### config.mk
export PLATFORM = sky130hd
export DESIGN_NAME = pc_fetch_unit
export DESIGN_NICKNAME = d
export VERILOG_FILES = /design/src/rtl/cpu_pkg.sv /design/src/rtl/pc_fetch_unit.sv
export SDC_FILE = /design/constraint.sdc
export NUM_CORES = 1
export LEC_CHECK = 0
export ABC_AREA = 1
export CORE_ASPECT_RATIO = 0.8
export CORE_UTILIZATION = 40
export DETAILED_ROUTE_END_ITERATION = 10
export MAX_ROUTING_LAYER = met4
export PLACE_DENSITY = 0.89
export REMOVE_ABC_BUFFERS = 1
export SYNTH_ARGS = -nofsm -noshare
export SYNTH_HDL_FRONTEND = slang
export SYNTH_SLANG_ARGS = --single-unit
### constraint.sdc
create_clock -name clk -period 1.86 [get_ports clk]
set_input_delay 0.372 -clock clk [delete_from_list [all_inputs] [get_ports clk]]
set_output_delay 0.372 -clock clk [all_outputs]
set_load 0.01 [all_outputs]
### src/rtl/cpu_pkg.sv
// Shared definitions for the 32-bit single-cycle core: fetch FSM states and
// basic architectural constants.
package cpu_pkg;

  localparam int unsigned XLEN       = 32;
  localparam int unsigned WORD_BYTES = 4;
  localparam logic [XLEN-1:0] NOP_INSTR = 32'h0000_0000;

  typedef enum logic [1:0] {
    IDLE = 2'd0,
    REQ  = 2'd1,
    HOLD = 2'd2
  } fetch_state_e;

endpackage

### src/rtl/pc_fetch_unit.sv
// Architectural PC register and instruction-fetch sequencer (IDLE -> REQ -> HOLD).
// Optional ack-timeout with sticky fetch_fault when PC_FETCH_TIMEOUT_EN is defined.
module pc_fetch_unit
  import cpu_pkg::*;
#(
  parameter logic [31:0] RESET_VECTOR   = 32'h0000_0000,
  parameter int          TIMEOUT_CYCLES = 16
) (
  input  logic        clk,
  input  logic        rst,
  input  logic [31:0] next_pc,
  input  logic        redirect,
  input  logic        stall,
  output logic        imem_req,
  output logic [31:0] imem_addr,
  input  logic        imem_ack,
  input  logic [31:0] imem_rdata,
  output logic [31:0] pc,
  output logic [31:0] pc_plus4,
  output logic [31:0] instr,
  output logic        instr_valid,
  output logic        fetch_fault
);

  // Handshake: imem_req stays high from entering REQ until the cycle imem_ack
  // is seen; data is taken in that same cycle and the request is never withdrawn.
  localparam logic [31:0] ALIGN_MASK = 32'hFFFF_FFFC;

  fetch_state_e state, state_next;
  logic [31:0]  pc_q;
  logic [31:0]  instr_q;
  logic         timeout_hit;

`ifdef PC_FETCH_TIMEOUT_EN
  localparam int CW = $clog2(TIMEOUT_CYCLES) + 1;
  logic [CW-1:0] wait_cnt;
  logic          fault_q;

  // The counter is held at zero outside REQ, so it is already clear on entry.
  assign timeout_hit = (state == REQ) && !imem_ack
                       && (wait_cnt == CW'(TIMEOUT_CYCLES - 1));

  always_ff @(posedge clk) begin
    if (rst || state != REQ) begin
      wait_cnt <= '0;
    end else if (!imem_ack && !timeout_hit) begin
      wait_cnt <= wait_cnt + 1'b1;
    end
  end

  always_ff @(posedge clk) begin
    if (rst) begin
      fault_q <= 1'b0;
    end else if (timeout_hit) begin
      fault_q <= 1'b1;
    end
  end

  assign fetch_fault = fault_q;
`else
  assign timeout_hit = 1'b0;
  assign fetch_fault = 1'b0;
`endif

  always_ff @(posedge clk) begin
    if (rst) begin
      state   <= IDLE;
      pc_q    <= RESET_VECTOR;
      instr_q <= NOP_INSTR;
    end else begin
      state <= state_next;
      case (state)
        REQ: begin
          if (imem_ack) begin
            instr_q <= imem_rdata;
          end else if (timeout_hit) begin
            instr_q <= NOP_INSTR;
          end
        end
        HOLD: begin
          if (!stall) begin
            pc_q <= redirect ? (next_pc & ALIGN_MASK) : pc_plus4;
          end
        end
        default: ;
      endcase
    end
  end

  always_comb begin
    state_next = state;
    case (state)
      IDLE:    state_next = REQ;
      REQ:     if (imem_ack || timeout_hit) state_next = HOLD;
      HOLD:    if (!stall) state_next = REQ;
      default: state_next = IDLE;
    endcase
  end

  assign imem_req    = (state == REQ);
  assign instr_valid = (state == HOLD);
  assign imem_addr   = pc_q & ALIGN_MASK;
  assign pc          = pc_q;
  assign pc_plus4    = pc_q + XLEN'(WORD_BYTES);
  assign instr       = instr_q;

endmodule

; After elaboration in Yosys (flattened, before gate mapping)
; Index checks and enable logic that the tools add are counted.
[word_totals]
reg_bits = 66
in_bits = 69
[op_classes]
add_sub_neg = 1
eq_ne = 4
n_mux = 4
n_bitwise = 1
n_reduce_logical = 4
[ops]
columns = operator, n
row1 = adder 32 x 3 -> 32 bit (second input constant), 1
row2 = two-way mux 32 bit, 1
row3 = case mux 2 bit (3 select lines), 1
row4 = AND reduction 2 bit, 3
row5 = two-way mux 2 bit, 2
row6 = equality test 2 x 1 -> 1 bit (second input constant), 1
row7 = equality test 2 bit (second input constant), 1
row8 = logical NOT 2 bit, 1
row9 = != test 2 x 1 -> 1 bit (second input constant), 1
row10 = != test 2 bit (second input constant), 1
row11 = inverter 1 bit, 1

; Logic depth before layout (Yosys ltp)
; Gate-level depths: netlist of run 1.
[depth]
word_depth = 3
mapped_depth = 10

; Worst setup path before layout of run 1
; OpenSTA, ideal clock, no wires.
[synth_path]
kind = reg-to-output
startpoint = register pc_q[2], in the netlist pc[2]
endpoint = output port pc_plus4[22]
t_arrival_ns = 1.425
setup_slack_ns = 0.063
stages_incl_launch_ff = 8
path_buffers = 0
cell_sequence = dfxtp_1 -> ha_1 -> nand2_1 -> nor2_4 -> nand2_4 -> nor2_4 -> nand3_1 -> and2_1
[synth_between]
elab_chain_cells = 1
[synth_rtl]
columns = element, line_no
row1 = "start, declared", pc_fetch_unit.sv:30  ; logic [31:0] pc_q;
row2 = "start signal, assigned", pc_fetch_unit.sv:82  ; pc_q <= redirect ? (next_pc & ALIGN_MASK) : pc_plus4;
row3 = adder 32 x 3 -> 32 bit, pc_fetch_unit.sv:104  ; assign pc_plus4 = pc_q + XLEN'(WORD_BYTES);
row4 = "end, declared", pc_fetch_unit.sv:19  ; output logic [31:0] pc_plus4,
; No other way between the ends.

; Worst setup path after layout of run 1
[layout_path]
startpoint = register pc_q[15], in the netlist pc[15]
endpoint = output port pc_plus4[30]
; Same word-level chain as after synthesis.

==> results of run 1 <==
-- layout make-up --
| class | count | area (sq um) |
|---|---|---|
| repair buffers | 272 | 2470 |
| fillers | 624 | 2280 |
| multi-input cells | 385 | 2140 |
| flip-flops and latches | 64 | 1290 |
| clock buffers | 13 | 260 |
| well taps | 112 | 140 |
| inverters | 22 | 82.6 |
| clock inverters | 3 | 40.0 |
-- cells in the final DEF, fill, tap and decap left out, drive strengths merged --
cell type and instances:
clkdlybuf4s50 158, nand2 141, buf 109, a21oi 92, dfxtp 64, nand3 42, nor2 42, o21ai 31
inv 22, clkbuf 13, xor2 10, conb 7, nand3b 6, xnor2 5, and2 4, dlymetal6s2s 3
clkinv 2, dlygate4sd2 2, nor3 2, nand4 1, a31oi 1, ha 1, bufinv 1
-- kinds of logic after synthesis --
logic type | share of synthesized area [%]
simple gates | 30.3
compound gates | 16.9
buf+inv | 12.7
flops | 34.7
xor+xnor | 4.99
fa+ha+maj | 0.339
other cells | 0.102
-- stage by stage --
stage / hold WS [ns] / setup slack, ns / utilization, % / setup TNS (ns) / instance area, sq um
2_1_floorplan: 0.441 / -0.312 / - / -11.56 / 3320
3_3_place_gp: 0.448 / -0.309 / 67.2 / -5.16 / 5850
3_5_place_dp: 0.453 / -0.381 / 67.2 / -6.48 / 5850
4_1_cts: 0.462 / -0.272 / 71.9 / -4.43 / 6260
5_1_grt: 0.480 / -0.335 / 73.8 / -6.50 / 6430
6_report: 0.460 / -0.269 / 73.8 / -4.59 / 6430
-- synth_stat cells (all sizes together) --
library cell	n	area, sq um
xnor2	5	43.8
nor2	42	253
nand4	1	6.26
inv	22	82.6
ha	1	12.5
a21oi	92	460
conb	1	3.75
clkbuf	25	93.8
buf	40	293
dfxtp	64	1280
xor2	10	140
nor3	2	15.0
nand2	141	562
nand3	42	210
and2	4	25.0
nand3b	6	45.0
a31oi	1	6.26
o21ai	31	155
-- worst max-delay path, stage by stage (launching register included) --
cell and delay [ns]:
dfxtp_1 0.40, nand2_1 0.11, nor2_1 0.16, buf_4 0.13
nand2_1 0.06, nor2_2 0.19, nand2_1 0.08, nand2_1 0.09
nand2_2 0.08, buf_6 0.13
-- layer usage --
| layer | vias to the layer above | global-route usage [%] |
|---|---|---|
| met2 | 227 | 48.3 |
| met3 | 29 | 4.54 |
| met4 | 0 | 6.79 |
| met1 | 2063 | 35.6 |
| met5 | - | - |
| li1 | 2129 | - |
-- what timing repair did --
item,4_1_cts,5_1_grt
hold buffers,0,0
gates resized for setup,140,31
pin swaps,29,21
buffers inserted,17,6
endpoints found under the setup margin,29,32
-- final timing paths --
check | from | slack [ns] | end | cells past startpoint
max reg2reg | pc[2] | 0.05 | pc[12] | 12
max | pc[15] | -0.27 | pc_plus4[30] | 9
min | instr[4] | 0.46 | instr[4] | 2
min reg2reg | instr[4] | 0.46 | instr[4] | 2
-- state kept, by name, indices dropped and copies added (netlist names) --
signal	count
state	2
pc	30
instr	32
-- power by group through the flow --
| stage | logic [mW] | registers (mW) | clock network, mW |
|---|---|---|---|
| after floorplan | 0.157 | 1.54 | 0 |
| after global placement | 0.650 | 1.49 | 0 |
| after detailed placement | 0.664 | 1.49 | 0 |
| after CTS | 0.665 | 1.47 | 1.70 |
| after global routing | 0.725 | 1.47 | 1.78 |
| final | 0.678 | 1.47 | 1.70 |
==> results.md, run 1 <==
* Status: finished with violations
* Failing checks: negative setup slack
* Total track usage at around 28%
* Register area share after synthesis at a little over a third
* Chip width at about 110 um
* CTS sink count at 64
* Sequential share of power at between 30% and 40%
* Nets@finish at around 820
* Count of cell types in the netlist at 27
* CTS buffer count at 9
* Die Y-Extent at just under 90 um
* Drc violations at 0
* CTS tree: built
* Wire length on met3 at 1.01 mm
* Non-Filler Instances at ~870
* Largest net degree at the start of global routing at 35
* Grt total ovfl at 0
* Comb pwr share at 17.6%
* Crit path kind: register to output port
* First-pass GRT wire length at roughly 21 mm
* Antenna cells at 0
* Leakage at between 2 and 3 nW
* Unrepaired setup endpoints after global routing: yes
* CP Capture Type: output port
* Routed WL at roughly 14 mm
* Maximum clock frequency at roughly 470 MHz
* Syn Inst Count at 530
* Cell area power density at 598 nW/um^2
* H-Tree Depth at 3
* Final Skew at 0.00514 ns
* Syn. warnings at 0
* Layout cells sized above 1 at 25.8%
* Post-route ant nets at 0
* Routed length on met2 at approximately 7 mm
* Initial antenna violation count at 0
* NetSw at around 940 uW
* Vias in the first global route at between 4000 and 5000
* Die Footprint at ~9600 sq um
* Sw frac at between 20% and 30%
* Pint at 2.90 mW
* Clock root cell: clkbuf_16
* Max Cap Viol at 0
* First-pass DRT Iterations at 5
* Final hold viol count at 0
* Boundary pin count at 200
* CP Launch Type: register
* Pwr Total at between 3 and 4 mW
* Via density at 5.11
* Post-Syn Area at between 3000 and 4000 sq um
* Crit share post-route at 114%
* Required time worst endpoint at around 1.5 ns
* Avg Synthesized Cell Area at a little under 7 sq um
* Uppermost routed layer: met4
* GPL Wtd Cong at just under 0.9
* Clk buf depth at 2
* Final setup viols at 27
* Synth Register Bits at 64
* Final HPWL DP at ~9.7 mm
* I/O Buffers at between 150 and 200
* Routed wire length per instance at 16.0 um
* Clk Latency, worst-skew pair at roughly 0.32 ns
* Clock share of power at 44.2%
* Core Rows at 30
* Iter 0 DRT Violations at around 290
* Placed cells at between 800 and 900
* Min Tclk post-route at ~2.1 ns
* Core ar. at 8710 sq um
* Area grow syn2layout at 74.2%
* Crit-path max FO at 3
* Max VDD drop at roughly 0.00058 V
* M1 WL at about 5.7 mm
* Arrival @ worst endpoint at 1.76 ns
* Final worst slack at -0.269 ns
* Via count at between 4000 and 5000
* Initial core utilization at 42.4%
* Clock transition at path regs at approximately 0.06 ns
* Max Slew Vio Count at 0
* Min-Delay Path Class: register to register
No activity file was read; power rests on OpenSTA's default activity.
==> run 2, diff against run 1 <==
- CTS_BUF_LIST: default -> sky130_fd_sc_hd__clkbuf_16
- HOLD_SLACK_MARGIN: default -> 0.15
==> run 2 against run 1 <==
  * The flow still finishes with violations (negative setup slack)
  * Critical path depth down 1
  * Clock power down 6%
  * Routed wire length down 0.62%
  * Clock skew down 0.00051 ns
  * Clock-buffer cell count down 4
  * Register-to-register slack about the same
  * Highest routed layer unchanged
  * Non-clock buffer count unchanged
  * Flip-flop and latch count unchanged
==> results.md, run 2 (synthesized netlist as in run 1, its figures left out) <==
* First-pass DRT Iterations at 5 (unchanged)
* Clk Latency, worst-skew pair at 0.32 ns (about the same)
* Sequential share of power at 39.2% (+1.0 points)
* Fill cells at 630 (+0.96%)
* Max VDD drop at 0.000561 V (-3.0%)
* Final HPWL DP at 9.74 mm (unchanged)
* GR peak layer: met2
* Vias in the first global route at 4287 (+0.82%)
* GPL Wtd Cong at 0.876 (unchanged)
* Routed wire length per instance at 15.9 um (-0.62%)
* Required time worst endpoint at 1.49 ns (about the same)
* Routing usage on met3 at 4.99% (+0.45 points)
* CP Capture Type: output port
* Unrepaired setup endpoints after global routing: yes
* Initial antenna violation count at 0 (unchanged)
* CP Launch Type: register
* Crit path kind: register to output port
* First-pass GRT wire length at 20.7 mm (+0.36%)
* Most common cell after layout, fill and taps aside: clkdlybuf4s50_1
* Core Rows at 30 (unchanged)
* Area grow syn2layout at 73.7%
* Nets@finish at 824 (unchanged)
* Failing checks: negative setup slack
* CTS buffer count at 9 (unchanged)
* Iter 0 DRT Violations at 263 (-9.6%)
* Core ar. at 8710 sq um (unchanged)
* Arrival @ worst endpoint at 1.74 ns (-0.02 ns)
* Max reg flops at 32 (unchanged)
* Initial core utilization at 42.4% (unchanged)
* Status: finished with violations
* Cell area power density at 585 nW/um^2 (-2.2%)
* Pint at 2.81 mW (-3.2%)
* Commonest cells after routing, fill and taps aside: clkdlybuf4s50_1, nand2_1, a21oi_1
* Met2 GRT Util at 48.1% (-0.17 points)
* Layout cells sized above 1 at 25.6% (-0.26 points)
* Comb pwr share at 18.1% (+0.5 points)
* Final worst slack at -0.254 ns (+0.0146 ns)
* Sw frac at 25.1% (+0.58 points)
* Post-route ant nets at 0 (unchanged)
* Largest net degree at the start of global routing at 35 (unchanged)
* Grt total ovfl at 0 (unchanged)
* Clock transition at path regs at 0.06 ns (about the same)
* Via count at 4430 (-0.40%)
* Leakage at 2.70 nW (-0.11%)
* I/O Buffers at 190 (unchanged)
* Boundary pin count at 200 (unchanged)
* Max Slew Vio Count at 0 (unchanged)
* NetSw at 941 uW (-0.19%)
* Min Tclk post-route at 2.11 ns (-0.0146 ns)
* Final setup viols at 26 (-3.7%)
* Drc violations at 0 (unchanged)
* Die Y-Extent at 87.9 um (unchanged)
* H-Tree Depth at 3 (unchanged)
* Crit-path max FO at 4 (+1)
* Fin util at 73.6% (-0.23 points)
* CTS tree: built
* Chip width at 109 um (unchanged)
* Clock root cell: clkbuf_16
* Clock share of power at 42.7% (-1.5 points)
* Final hold slack at 0.460 ns (+0.0000170 ns)
* Maximum clock frequency at 473 MHz (+0.69%)
* Routed WL at 13.9 mm (-0.62%)
* Min-Delay Path Class: register to register
* Max Cap Viol at 0 (unchanged)
* CTS sink count at 64 (unchanged)
* Via density at 5.09 (-0.40%)
* Final Skew at 0.00463 ns (-0.000510 ns)
* Met1 Use GR at 35.6% (+0.046 points)
* CTS Hold Buffers Added at 0 (unchanged)
* Antenna cells at 0 (unchanged)
* Crit share post-route at 114% (-0.78 points)
* Total track usage at 28.6% (+0.11 points)
* Clk buf depth at 2 (unchanged)
* Final hold viol count at 0 (unchanged)
* Die Footprint at 9610 sq um (unchanged)
[run 2: cell types whose count changed in the layout (fill, tap and decap cells not counted), sizes merged]
cell,delta
clkbuf,-4
clkinv,+2
inv,+2
[run 2: through the flow]
step	TNS [ns]	setup slack (ns)	total power, mW	instances	cell area, sq um
after global routing	-6.43	-0.330	3.88	871	6410
after floorplan	-11.56	-0.312	1.69	471	3320
after CTS	-4.41	-0.271	3.74	865	6240
after global placement	-5.16	-0.309	2.14	832	5850
after detailed placement	-6.48	-0.381	2.16	832	5850
final	-4.35	-0.254	3.75	871	6410
[run 2: worst paths after layout]
| path | cells after the start | start | to | slack, ns |
|---|---|---|---|---|
| min | 2 | instr[4] | instr[4] | 0.46 |
| max reg2reg | 12 | pc[2] | pc[12] | 0.05 |
| max | 8 | pc[2] | pc_plus4[18] | -0.25 |
| min reg2reg | 2 | instr[4] | instr[4] | 0.46 |
[run 2: layout make-up]
class	count	area [sq um]	area share [%]
clock buffer	9	225	3.52
inverter	22	82.6	1.29
clock inverter	7	55.1	0.859
sequential	64	1290	20.2
tap	112	140	2.19
multi-input combinational	385	2140	33.4
timing repair buffer	272	2470	38.6
[run 2: what timing repair did]
item | in CTS | in global routing
endpoints found under the setup margin | 29 | 32
resized for setup | 140 | 31
setup buffers | 17 | 6
pin swaps | 29 | 21
[run 2: layer usage]
metal	vias up	part of all wire (%)	routed length, um
li1	2129	-	-
met1	2101	42	5840
met2	174	51	7010
met3	26	5.6	781
met4	0	1.7	238
met5	-	0	0
[run 2: power by group through the flow]
stage / clock [mW] / combinational [mW] / sequential [mW]
2_1_floorplan: 0 / 0.157 / 1.54
6_report: 1.60 / 0.678 / 1.47
3_5_place_dp: 0 / 0.664 / 1.49
3_3_place_gp: 0 / 0.650 / 1.49
4_1_cts: 1.60 / 0.664 / 1.47
5_1_grt: 1.68 / 0.725 / 1.47
[run 2: critical path: stages (launching register included)]
cell and delay, ns:
dfxtp_4 0.36, ha_4 0.14, nand2_2 0.06, nor2_4 0.13, nand2_4 0.08, nor2_4 0.17
buf_4 0.15, xor2_2 0.16, buf_2 0.17
==> run 3, diff against run 2 <==
- CTS_CLUSTER_DIAMETER: default -> 120
==> results of run 3 <==
Final layout, timing and power as in run 2 (identical DEF).
